===== src/rtl/pcs_tx_gearbox.sv =====
// 100BASE-X style PCS transmit: MII nibbles -> 4B/5B code groups -> WIDTH-bit PMA slices.
// A 10-bit buffer drains WIDTH bits per clock; a new code group is requested when it runs low.
module pcs_tx_gearbox #(
    parameter int WIDTH = 1,
    parameter int CNT_W = 16
) (
    input  logic             clk,
    input  logic             rst_n,
    output logic             tx_ce,
    input  logic             tx_en,
    input  logic [3:0]       txd,
    input  logic             tx_er,
    input  logic             link_status,
    output logic [WIDTH-1:0] bits,
    output logic             tx,
    input  logic             cnt_clr,
    output logic [CNT_W-1:0] frames,
    output logic [CNT_W-1:0] errors
);
    generate
        if (WIDTH != 1 && WIDTH != 2 && WIDTH != 5) begin : g_bad_width
            $error("pcs_tx_gearbox: WIDTH must be 1, 2 or 5");
        end
    endgenerate

    localparam logic [4:0] C_I = 5'b11111;
    localparam logic [4:0] C_J = 5'b11000;
    localparam logic [4:0] C_K = 5'b10001;
    localparam logic [4:0] C_T = 5'b01101;
    localparam logic [4:0] C_R = 5'b00111;
    localparam logic [4:0] C_H = 5'b00100;
    localparam logic [3:0] W4 = 4'(WIDTH);

    typedef enum logic [1:0] {IDLE, SSD_K, DATA, ESD_R} state_t;

    function automatic logic [4:0] enc4b5b(input logic [3:0] d);
        case (d)
            4'h0: enc4b5b = 5'b11110;
            4'h1: enc4b5b = 5'b01001;
            4'h2: enc4b5b = 5'b10100;
            4'h3: enc4b5b = 5'b10101;
            4'h4: enc4b5b = 5'b01010;
            4'h5: enc4b5b = 5'b01011;
            4'h6: enc4b5b = 5'b01110;
            4'h7: enc4b5b = 5'b01111;
            4'h8: enc4b5b = 5'b10010;
            4'h9: enc4b5b = 5'b10011;
            4'hA: enc4b5b = 5'b10110;
            4'hB: enc4b5b = 5'b10111;
            4'hC: enc4b5b = 5'b11010;
            4'hD: enc4b5b = 5'b11011;
            4'hE: enc4b5b = 5'b11100;
            default: enc4b5b = 5'b11101;
        endcase
    endfunction

    state_t     state, state_nxt;
    logic [9:0] sbuf, shifted, slot_mask, slot_code, buf_nxt;
    logic [3:0] cnt, rem, cnt_nxt;
    logic [4:0] code;
    logic       err_pending, err_nxt, tx_nxt;
    logic       inc_frames, inc_errors;

    // Valid bits sit left-justified in sbuf; bits[WIDTH-1] is the oldest.
    assign bits  = sbuf[9 -: WIDTH];
    assign tx_ce = (cnt < 4'(2 * WIDTH));

    always_comb begin
        state_nxt = state;
        err_nxt   = err_pending;
        tx_nxt    = tx;
        code      = C_I;
        if (!link_status) begin
            state_nxt = IDLE;
            err_nxt   = 1'b0;
            tx_nxt    = 1'b0;
        end else begin
            case (state)
                IDLE: begin
                    if (tx_en) begin
                        code      = C_J;
                        tx_nxt    = 1'b1;
                        err_nxt   = tx_er;
                        state_nxt = SSD_K;
                    end
                end
                SSD_K: begin
                    code      = C_K;
                    err_nxt   = err_pending | tx_er;
                    state_nxt = DATA;
                end
                DATA: begin
                    if (!tx_en) begin
                        code      = C_T;
                        tx_nxt    = 1'b0;
                        err_nxt   = 1'b0;
                        state_nxt = ESD_R;
                    end else if (tx_er || err_pending) begin
                        // a pending error from the preamble replaces the first data nibble
                        code    = C_H;
                        err_nxt = 1'b0;
                    end else begin
                        code = enc4b5b(txd);
                    end
                end
                default: begin
                    code      = C_R;
                    state_nxt = IDLE;
                end
            endcase
        end
    end

    // New group lands right behind the bits still waiting after this clock's shift.
    always_comb begin
        rem       = cnt - W4;
        shifted   = {sbuf[9-WIDTH:0], {WIDTH{1'b1}}};
        slot_mask = 10'b1111100000 >> rem;
        slot_code = {code, 5'b00000} >> rem;
        buf_nxt   = shifted;
        cnt_nxt   = rem;
        if (tx_ce) begin
            buf_nxt = (shifted & ~slot_mask) | slot_code;
            cnt_nxt = rem + 4'd5;
        end
    end

    assign inc_frames = tx_ce && (code == C_J);
    assign inc_errors = tx_ce && (code == C_H);

    always_ff @(posedge clk or negedge rst_n) begin
        if (!rst_n) begin
            sbuf        <= '1;
            cnt         <= 4'd10;
            state       <= IDLE;
            tx          <= 1'b0;
            err_pending <= 1'b0;
            frames      <= '0;
            errors      <= '0;
        end else begin
            sbuf <= buf_nxt;
            cnt  <= cnt_nxt;
            if (tx_ce) begin
                state       <= state_nxt;
                tx          <= tx_nxt;
                err_pending <= err_nxt;
            end
            if (cnt_clr)
                frames <= '0;
            else if (inc_frames && frames != '1)
                frames <= frames + 1'b1;
            if (cnt_clr)
                errors <= '0;
            else if (inc_errors && errors != '1)
                errors <= errors + 1'b1;
        end
    end
endmodule

===== config.mk =====
export PLATFORM = sky130hd
export DESIGN_NAME = pcs_tx_gearbox
export DESIGN_NICKNAME = d
export VERILOG_FILES = /design/src/rtl/pcs_tx_gearbox.sv
export SDC_FILE = /design/constraint.sdc
export NUM_CORES = 1
export LEC_CHECK = 0
export CAP_MARGIN = 20
export CORE_MARGIN = 2
export CORE_UTILIZATION = 25
export CTS_BUF_LIST = sky130_fd_sc_hd__clkbuf_2
export CTS_CLUSTER_SIZE = 40
export DETAILED_ROUTE_END_ITERATION = 16
export PLACE_DENSITY = 0.53
export RECOVER_POWER = 50
export SYNTH_ARGS = -nofsm -noshare
export SYNTH_HDL_FRONTEND = slang
export SYNTH_SLANG_ARGS = --single-unit

===== constraint.sdc =====
create_clock -name clk -period 4.3 [get_ports clk]
set_input_delay 1.075 -clock clk [delete_from_list [all_inputs] [get_ports clk]]
set_output_delay 1.075 -clock clk [all_outputs]
set_load 0.01 [all_outputs]

Word level (Yosys, flattened, before mapping)
Memories as Yosys holds them, arrays and structs flattened.
Index checks and enable logic that the tools add are counted.
- ROM bits: 80
- output and inout port bits: 35
- logic and storage cells: 65
- bits in registers: 50
- bits of input ports: 10
- memories kept: 1
- memories (memory ; depth ; width ; read ports ; clocked after Yosys merged registers in ; wr ports ; line ; RTL):
    (name not given) ; 16 ; 5 ; 1 ; 0 ; 0 ; 37 ; case (d)
- multiplexer cells: 24
- equality and inequality tests: 11
- magnitude comparators: 1
- reduce and logical (&&, ||, !) cells: 11
- shifts and indexed selects: 2
- bitwise logic cells: 4
- add/sub/neg operators: 4
- operators by type and width (operator ; count):
    $mux W16 ; 4
    $add A16 B1 Y16 const B ; 2
    $ne A16 B16 Y1 const B ; 2
    $mux W5 ; 3
    $pmux W5 S3 ; 1
    $and A10 B10 Y10 ; 1
    $mux W10 ; 1
    $not A10 Y10 ; 1
    $or A10 B10 Y10 ; 1
    $shr A10 B4 Y10 ; 1
    $shr A10 B4 Y10 const A ; 1
    $reduce_and A4 Y1 ; 2
    $mux W1 ; 7
    $mux W2 ; 3
    $ne A3 B3 Y1 const B ; 2
    $pmux W2 S3 ; 1
    $eq A5 B3 Y1 const B ; 1
    $eq A5 B5 Y1 const B ; 1
    $add A4 B3 Y4 const B ; 1
    $logic_and A1 B1 Y1 ; 4
    $lt A4 B2 Y1 const B ; 1
    $mux W4 ; 1
    $ne A4 B1 Y1 const B ; 1
    $ne A4 B4 Y1 const B ; 1
    other kinds (12) ; 13

Logic depth before layout (Yosys ltp)
- depth in word-level cells: 10
- depth in mapped cells: 11

Worst setup path before layout
No wires, ideal clock.
- path kind: input port to flip-flop
- start: input link_status
- end: register errors[6]
- arrival: 2.925 ns
- setup slack: 1.297 ns
- cell stages on the path: 8
- cells stage by stage: buf_4 > nand2b_4 > or4_4 > nor3_4 > nand4_2 > buf_2 > or4_1 > a21oi_1
- word-level cells in the longest chain between the ends: 5
- ends and longest elaborated chain (element ; line ; RTL):
    start, declared ; 13 ; input logic link_status,
    $mux W5 ; 73 ; if (!link_status) begin
    $eq A5 B3 Y1 ; 129 ; assign inc_errors = tx_ce && (code == C_H);
    $logic_and A1 B1 Y1 ; 129 ;
    $logic_and A1 B1 Y1 ; 154 ; else if (inc_errors && errors != '1)
    $reduce_bool A2 Y1 (no source line) ; - ;
    end signal, assigned ; 155 ; errors <= errors + 1'b1;
    end, declared ; 18 ; output logic [CNT_W-1:0] errors
No other way between the ends.
A chain may end at the register's enable or synchronous reset.

Worst setup path in the final report
- start: register cnt[2]
- end: output tx_ce
- word-level cells in the longest chain between the ends: 1
- ends and longest elaborated chain (element ; line ; RTL):
    start, declared ; 59 ; logic [3:0] cnt, rem, cnt_nxt;
    start signal, assigned ; 142 ; cnt <= cnt_nxt;
    $lt A4 B2 Y1 ; 66 ; assign tx_ce = (cnt < 4'(2 * WIDTH));
    end, declared ; 9 ; output logic tx_ce,
No other way between the ends.

==> impl_metrics.sql <==
INSERT INTO impl_metrics (metric_group, metric, value, unit) VALUES
('synth', 'dominantRegCellSynth', 'sky130_fd_sc_hd__dfrtp_1', ''),
('sta', 'max_clock_freq', '289.1', 'MHz'),
('sta', 'ratio_of_final_minimum_period_to_clock_period', '80.44', '%'),
('sta', 'timing.hold.ws', '448.8', 'ps'),
('drt', 'ant_nets', '0', ''),
('drt', 'detail_route.wl_per_cell', '15.34', 'µm'),
('global_route', 'grt_util_all_layers', '12.65', '%'),
('setup_path', 'capturing_point_of_the_worst_reg2reg_path', 'errors[12]', ''),
('synth', 'synth.lib_cells_used.distinct', '55', ''),
('setup_path', 'critPathLaunch', 'cnt[2]', ''),
('sta', 'unrepaired_setup_endpoints_after_global_routing', 'false', ''),
('setup_path', 'worst-endpoint-arrival', '2380', 'ps'),
('clock_tree', 'worst_skew_pair.late_latency', '440', 'ps'),
('finish', 'drive_gt1_share', '9.383', '%'),
('die', 'floorplan.initialDensity', '25.53', '%'),
('setup_path', 'setup.worst_path.start_class', 'register', ''),
('global_route', 'grt_remaining_overflow', '0', ''),
('drt', 'drt_first_pass_iters', '5', ''),
('die', 'io_pins', '45', ''),
('global_route', 'number_of_antenna_violations_at_the_first_check_in_global_routing', '0', ''),
('place', 'numPortBuffers', '44', ''),
('clock_tree', 'cts-hold-fix-buffers', '0', ''),
('synth', 'mappedNetlistArea', '3054', 'µm²'),
('setup_path', 'r2r-start', 'state[0]', ''),
('synth', 'synth-edff-count', '0', ''),
('synth', 'syn_nets', '352', ''),
('power', 'power.static_leakage', '1.449', 'nW'),
('sta', 'timing.clock.skew', '37.89', 'ps'),
('synth', 'async_flop_share', '100.0', '%'),
('clock_tree', 'maximum_count_of_clock_buffers_along_a_single_path', '2', ''),
('synth', 'yosysWarnings', '0', ''),
('sta', 'timing_max_transition_violations_final', '39', ''),
('clock_tree', 'htree_levels', '2', ''),
('global_route', 'grt_start_max_net_pins', '39', ''),
('die', 'die_area', '13120', 'µm²'),
('sta', 'final-hold-violation-count', '0', ''),
('setup_path', 'cp_cell_sequence', 'or3_1 -> inv_1 -> clkdlybuf4s50_1', ''),
('global_route', 'grt_first_pass_wirelength', '13550', 'µm'),
('synth', 'synth_seq_cells', '50', ''),
('sta', 'worst-slew-pin-transition', '2137', 'ps'),
('place', 'placer_s_final_routability_congestion_estimate', '0.8520', ''),
('setup_path', 'worst_r2r_path_depth', '9', ''),
('job', 'cap_violations', '1', ''),
('sta', 'timing.slew.headroom', '-42.49', '%'),
('finish', 'fillers', '1252', ''),
('synth', 'yosys.area.top_type', 'sky130_fd_sc_hd__dfrtp_1', ''),
('drt', 'detail_route.vias_per_cell', '5.156', ''),
('status', 'failing_checks', 'capacitance limit, slew limit', ''),
('die', 'std_cell_rows', '40', ''),
('synth', 'netlist_top_cells_area', 'sky130_fd_sc_hd__dfrtp_1 31%, sky130_fd_sc_hd__dfstp_2 10%, sky130_fd_sc_hd__a21oi_1 4.9%, sky130_fd_sc_hd__ha_1 4.5%, sky130_fd_sc_hd__o31ai_1 3.9%', ''),
('synth', 'proportion_of_synthesized_chip_area_in_sequential_cells', '41.46', '%'),
('setup_path', 'worstSetupEndpoint', 'tx_ce', ''),
('clock_tree', 'cts_tree', 'yes', ''),
('clock_tree', 'postCtsSetupRepairBufs', '0', ''),
('setup_path', 'timing_worst_setup_path_type', 'reg2out', ''),
('power', 'peakVddDrop', '0.1162', 'mV'),
('clock_tree', 'cts-buffers-inserted', '5', ''),
('setup_path', 'crit_cells', '3', ''),
('clock_tree', 'cts.root.buffer_cell', 'sky130_fd_sc_hd__clkbuf_2', ''),
('die', 'chipWidth', '114.5', 'µm'),
('power', 'total_power', '1.049', 'mW'),
('setup_path', 'endpoint_kind_of_the_worst_setup_timing_path', 'primary output', ''),
('finish', 'multi_input_area', '1638', 'µm²'),
('setup_path', 'crit_required', '3220', 'ps'),
('finish', 'antenna_cells', '0', ''),
('synth', 'avgSynthCellArea', '9.227', 'µm²'),
('drt', 'drc', '0', ''),
('clock_tree', 'cts-resized-gates', '0', ''),
('finish', 'area_delta_synth_final', '20.11', '%'),
('status', 'outcome', 'finished with violations', ''),
('place', 'detailed_place_hpwl', '5716', 'µm');
metrics by stage:
stage	std cells	util (%)	setup WS, ps	instance area, µm²
2_1_floorplan	331	-	1297	3054
3_3_place_gp	512	30.37	522.3	3632
3_5_place_dp	512	30.37	495.0	3632
4_1_cts	520	30.71	773.2	3674
5_1_grt	520	30.67	671.0	3669
6_report	520	30.67	841.2	3669
registers in the layout, indices dropped and copies added (netlist names):
signal / cells
state: 2
err_pending: 1
tx: 1
errors: 16
frames: 16
sbuf: 10
cnt: 4
layout make-up:
type                    count  share of cell area [%]
clock buffers               5                  0.6821
inverters                  19                   1.944
well taps                 147                   5.014
repair buffers             49                   12.76
flip-flops and latches     50                   34.52
multi-input cells         247                   44.65
clock inverters             3                  0.4434
worst min path at each step:
| stage | slack (ps) | cells past startpoint | end | from |
|---|---|---|---|---|
| floorplan | 440 | 1 | cnt[3] | cnt[2] |
| global placement | 460 | 1 | cnt[3] | cnt[2] |
| detailed placement | 470 | 2 | sbuf[8] | sbuf[7] |
| CTS | 470 | 2 | sbuf[6] | sbuf[5] |
| global route | 490 | 2 | sbuf[6] | sbuf[5] |
| finish | 450 | 2 | sbuf[6] | sbuf[5] |
kinds of logic after synthesis:
| kind of cell | Yosys count | share of synthesized area, % |
|---|---|---|
| compound gates | 100 | 21.14 |
| xor+xnor | 8 | 2.294 |
| fa+ha+maj | 11 | 4.506 |
| buf+inv | 34 | 4.916 |
| flops | 50 | 41.46 |
| mux | 7 | 2.704 |
| simple gates | 121 | 22.98 |
power breakdown:
group	switching (mW)	internal [mW]
Combinational	0.204	0.137
Clock	0.164	0.0371
Sequential	0.0135	0.493
Total	0.382	0.667
cell usage after synthesis (8+ instances only):
master / instances
sky130_fd_sc_hd__ha_1: 11
sky130_fd_sc_hd__nand2_1: 22
sky130_fd_sc_hd__or3_1: 12
sky130_fd_sc_hd__nand4_1: 9
sky130_fd_sc_hd__inv_1: 18
sky130_fd_sc_hd__o21ai_0: 23
sky130_fd_sc_hd__or4_1: 14
sky130_fd_sc_hd__nand3_1: 15
sky130_fd_sc_hd__a21oi_1: 30
sky130_fd_sc_hd__dfrtp_1: 38
sky130_fd_sc_hd__clkbuf_1: 8
sky130_fd_sc_hd__nor2_1: 23
sky130_fd_sc_hd__dfstp_2: 12
sky130_fd_sc_hd__o31ai_1: 16
sky130_fd_sc_hd__o21ai_1: 8
worst reg2reg max path, cell delays in order, from the launching register on:
cell and delay (ps):
sky130_fd_sc_hd__dfrtp_1 450, sky130_fd_sc_hd__inv_1 90, sky130_fd_sc_hd__ha_1 310, sky130_fd_sc_hd__nor4bb_1 190, sky130_fd_sc_hd__or4_4 530, sky130_fd_sc_hd__nor3_4 280, sky130_fd_sc_hd__nand4_2 130, sky130_fd_sc_hd__buf_4 240
sky130_fd_sc_hd__or4_1 490, sky130_fd_sc_hd__a21oi_1 160
metal layers:
metal	GRT usage, %	share of wire [%]
met1	16.85	48
met4	2.683	0.44
met5	0	0
met2	20.87	47
met3	3.070	4.8
(Power assumes the default switching activity.)
==> variant 1 (same flow settings) <==
Register the output `errors` once more, cleared by the reset; this adds one clock of latency there. The other outputs are not delayed to match.
--- a/src/rtl/pcs_tx_gearbox.sv
+++ b/src/rtl/pcs_tx_gearbox.sv
@@ -17,6 +17,8 @@
     output logic [CNT_W-1:0] frames,
     output logic [CNT_W-1:0] errors
 );
+
+    logic [CNT_W-1:0] errors_s0;
     generate
         if (WIDTH != 1 && WIDTH != 2 && WIDTH != 5) begin : g_bad_width
             $error("pcs_tx_gearbox: WIDTH must be 1, 2 or 5");
@@ -136,7 +138,7 @@
             tx          <= 1'b0;
             err_pending <= 1'b0;
             frames      <= '0;
-            errors      <= '0;
+            errors_s0   <= '0;
         end else begin
             sbuf <= buf_nxt;
             cnt  <= cnt_nxt;
@@ -150,9 +152,17 @@
             else if (inc_frames && frames != '1)
                 frames <= frames + 1'b1;
             if (cnt_clr)
-                errors <= '0;
-            else if (inc_errors && errors != '1)
-                errors <= errors + 1'b1;
+                errors_s0 <= '0;
+            else if (inc_errors && errors_s0 != '1)
+                errors_s0 <= errors_s0 + 1'b1;
         end
     end
+    always_ff @(posedge clk or negedge rst_n) begin
+        if (!rst_n) begin
+            errors <= '0;
+        end else begin
+            errors <= errors_s0;
+        end
+    end
+
 endmodule
Function: same outputs for any inputs over 10 cycles, from zero or initial values and one cycle with rst_n low; that may be too few to reach the edited logic, so the function may still have changed.
==> variant 1 against the original RTL <==
The run still ends with capacitance limit, slew limit left. Cell area rose by 13%. Fmax fell by 4.5%. Clock skew fell by 0.0079 ns. Cell count rose by 13%. Setup slack got worse by 0.16 ns. Routed wire length fell by 0.24%. Sequential cell count rose by 16. Total power rose by 35%. Register-to-register slack got worse by 0.21 ns. Non-clock buffer count did not move. Synthesized area rose by 11%. Die area rose by 10%. Count of clock-buffer cells in the layout rose by 7. Critical path type is now primary input to flip-flop. Highest routed layer unchanged.
==> variant 1: results <==
export IMPL_outcome="finished, violations left"
export IMPL_violations="capacitance limit, slew limit"
export IMPL_synth_nets=383
export IMPL_fin_nets=427
export IMPL_via_per_inst=4.88
export IMPL_grt_start_max_net_pins=36
export IMPL_grt_pass1_wl_mm=13.7
export IMPL_clk_pin_slew_ns=0.16
export IMPL_finish_utilization=0.312
export IMPL_reg2reg_depth=8
export IMPL_clkLatencyLatePin_ns=0.52
export IMPL_synth_seq_area_share=0.493
export IMPL_slowest_stage="or4_4"
export IMPL_drive_above_1_share=0.0852
export IMPL_min_to="errors[14]"
export IMPL_avgRoutedWirePerCell_microns=13.6
export IMPL_crit_arrival_ns=4.03
export IMPL_cp_slowest_stage_delay_ns=0.69
export IMPL_h_tree_depth=3
export IMPL_timing_rr_start="state[1]"
export IMPL_track_usage=0.118
export IMPL_place_area_sq_um=4010
export IMPL_dpl_hpwl_mm=5.42
export IMPL_firstDrtPassIters=4
export IMPL_cp_top_family="simple AND/OR/NAND/NOR gates"
export IMPL_drtIter0Drc=155
export IMPL_ys_warn_count=0
export IMPL_maxCapViolCount=1
export IMPL_min_path_cells=0
export IMPL_place_gp_congestion=0.842
export IMPL_finalMaxSlewViolations=36
export IMPL_critPathMaxFanout=29
export IMPL_cts_buffers=9
export IMPL_rr_endpoint="frames[13]"
export IMPL_n_fill_cell=1448
export IMPL_reg2reg_slack_ns=1.15
export IMPL_ys_async_sr_fraction=1.00
export IMPL_synthTopCellsByArea="dfrtp_1 (40%), dfstp_2 (9.3%), o21ai_0 (6.2%)"
export IMPL_largestRegisters="errors x16, errors_s0 x16, frames x16"
export IMPL_synth_common_cells="dfrtp_1 (54), o21ai_0 (42), a21oi_1 (35), nand2_1 (30), or3_1 (26)"
export IMPL_ir_worst_vdd_uv=134
## variant 1: changes by cell type after synthesis, moves of 6 or more
cell      before  now
o21ai_0       23   42
dfrtp_1       38   54
or3_1         12   26
or4_1         14    3
o31ai_1       16    7
nand2_1       22   30
o21ai_1        8    0
clkbuf_1       8   14
## variant 1: layout make-up
| type | instances | share of cell area |
|---|---|---|
| inverter | 18 | 0.0164 |
| multi-input combinational | 262 | 0.382 |
| tap | 176 | 0.0533 |
| clock buffer | 12 | 0.0145 |
| sequential | 66 | 0.404 |
| clock inverter | 4 | 0.0167 |
| timing repair buffer | 49 | 0.114 |
## variant 1: worst max-delay path by stage
stage	startpoint	to	slack, ns	cells past startpoint
after CTS	cnt[2]	tx_ce	0.77	3
after detailed placement	txd[1]	frames[13]	0.19	7
after floorplan	txd[3]	frames[13]	0.99	6
final	txd[1]	frames[13]	0.68	7
after global placement	txd[1]	frames[13]	0.24	7
after global routing	txd[1]	frames[13]	0.56	7
## variant 1: cell families after synthesis
kind of cell	synth area share
buffers and inverters	0.0403
AO/OA/AOI/OAI	0.189
adder cells (fa/ha/maj)	0.0407
AND/OR/NAND/NOR	0.217
flip-flops	0.493
XOR/XNOR	0.00777
multiplexers	0.0126
## variant 1: through the flow
step	std cells	hold WS [ns]	worst slack, ns
after floorplan	362	0.375	0.995
after global placement	571	0.396	0.241
after detailed placement	571	0.405	0.188
after CTS	587	0.442	0.765
after global routing	587	0.463	0.559
final	587	0.434	0.678
## variant 1: report_power, final
group	switching (uW)	total, uW	leakage, uW	internal (uW)
registers	13.7	657	0.000868	643
clock network	221	418	0.0000836	197
logic	206	335	0.000740	130
## variant 1: routing by layer
metal | wire length, microns | vias to the layer above | part of all wire | track usage
met3 | 407 | 4 | 0.051 | 0.0368
met5 | 0 | - | 0 | 0
li1 | - | 1413 | - | -
met2 | 3570 | 68 | 0.45 | 0.177
met1 | 3930 | 1379 | 0.49 | 0.165
met4 | 53 | 0 | 0.0067 | 0.0305
==> variant 2 (config.mk and constraints unchanged) <==
Without the edit above. The parameter `CNT_W` goes from 16 to 18.
--- a/src/rtl/pcs_tx_gearbox.sv
+++ b/src/rtl/pcs_tx_gearbox.sv
@@ -2,7 +2,7 @@
 // A 10-bit buffer drains WIDTH bits per clock; a new code group is requested when it runs low.
 module pcs_tx_gearbox #(
     parameter int WIDTH = 1,
-    parameter int CNT_W = 16
+    parameter int CNT_W = 18
 ) (
     input  logic             clk,
     input  logic             rst_n,
Interface: changed (resized errors and frames); port bits go from 45 to 49. No check against the original RTL was run, so the function may have changed too.
==> variant 2 against the original RTL <==
The run still ends with capacitance limit, slew limit left. Cell area up 11%. Clock skew grew 0.0038 ns. Sequential cell count grew 4. Register-to-register slack lost 0.20 ns. Synthesized area up 8.8%. Routed wire length increased by 4.0%. Total power rose by 11%. Sequential share of layout area shrank 0.84 points. Setup slack worse by 0.085 ns. Largest power group unchanged.
==> variant 2: results <==
export IMPL_outcome="finished, violations left"
export IMPL_violations="capacitance limit, slew limit"
export IMPL_largestRegisters="errors x18, frames x18, sbuf x10"
export IMPL_place_ws_ns=0.417
export IMPL_grt_overflow=0
export IMPL_clk_pin_slew_ns=0.28
export IMPL_critPathMaxFanout=13
export IMPL_synthTopCellsByArea="dfrtp_1 (32%), dfstp_2 (9.5%), o21ai_0 (5.1%)"
export IMPL_ir_worst_vdd_uv=95.8
export IMPL_area_growth_pct=22.1
export IMPL_synth_common_cells="dfrtp_1 (42), o21ai_0 (34), nor2_1 (30), nand2_1 (26), a21oi_1 (23)"
export IMPL_synth_seq_area_share=0.411
export IMPL_finalMaxSlewViolations=35
export IMPL_grt_pass1_wl_mm=13.9
export IMPL_place_area_sq_um=3980
export IMPL_relSlewSlack=-0.239
export IMPL_dpl_hpwl_mm=5.91
export IMPL_drive_above_1_share=0.0962
export IMPL_port_buffers=48
export IMPL_clock_path_buffers=2
export IMPL_wl_mm=8.30
export IMPL_clkLatencyLatePin_ns=0.51
export IMPL_skew_ns=0.0417
export IMPL_synth_nets=393
export IMPL_crit_arrival_ns=2.47
export IMPL_grt_pass1_vias=2772
export IMPL_synth_distinct_cells=54
export IMPL_grt_start_max_net_pins=35
export IMPL_vias=2931
export IMPL_place_inst=583
export IMPL_place_gp_congestion=0.824
export IMPL_maxCapViolCount=1
export IMPL_antenna_found_initial=0
export IMPL_firstDrtPassIters=4
export IMPL_n_fill_cell=1340
export IMPL_ys_async_sr_fraction=1.00
export IMPL_synth_cells=372
export IMPL_via_per_inst=4.95
export IMPL_drtIter0Drc=229
export IMPL_track_usage=0.121
-- variant 2: changes by cell type after synthesis, sizes merged, moves of 7 or more --
| cell | change |
|---|---|
| a21oi | -7 |
| mux2 | +10 |
| nor2 | +7 |
| nor2b | +11 |
| nor4 | +8 |
| o31ai | -8 |
| or4 | -9 |
-- variant 2: layer usage --
layer / vias to the layer above / track usage / wire length [microns]
met2: 52 / 0.193 / 3950
met1: 1432 / 0.161 / 3920
met5: - / 0 / 0
met3: 10 / 0.0239 / 285
met4: 0 / 0.0476 / 143
li1: 1437 / - / -
-- variant 2: final cells by class --
cell class / instances / share of cell area
multi-input combinational: 279 / 0.441
timing repair buffer: 55 / 0.133
clock buffer: 6 / 0.00740
sequential: 54 / 0.337
clock inverter: 2 / 0.00925
tap: 176 / 0.0543
inverter: 20 / 0.0185
-- variant 2: worst paths after layout --
kind,from,end,slack (ns),depth (start not counted)
hold / removal,sbuf[5],sbuf[6],0.50,2
setup / recovery,cnt[2],tx_ce,0.76,3
min in group asynchronous,rst_n,errors[5],1.02,1
hold reg to reg,sbuf[5],sbuf[6],0.50,2
setup reg to reg,state[0],errors[15],1.16,7
max in group asynchronous,rst_n,frames[2],1.43,2
-- variant 2: report_power, final --
part           internal [uW]  leakage, uW  switching (uW)
Clock                   99.9    0.0000392             177
Sequential               531     0.000701            12.1
Combinational            131     0.000844             209
-- variant 2: cell families (layout without fill, tap and decap cells) --
group | after synthesis | after routing | synth area share
AO/OA/AOI/OAI | 86 | 86 | 0.164
buffers and inverters | 39 | 83 | 0.0482
AND/OR/NAND/NOR | 161 | 161 | 0.270
XOR/XNOR | 5 | 5 | 0.0132
adder cells (fa/ha/maj) | 11 | 11 | 0.0414
flip-flops | 54 | 54 | 0.411
multiplexers | 16 | 16 | 0.0520
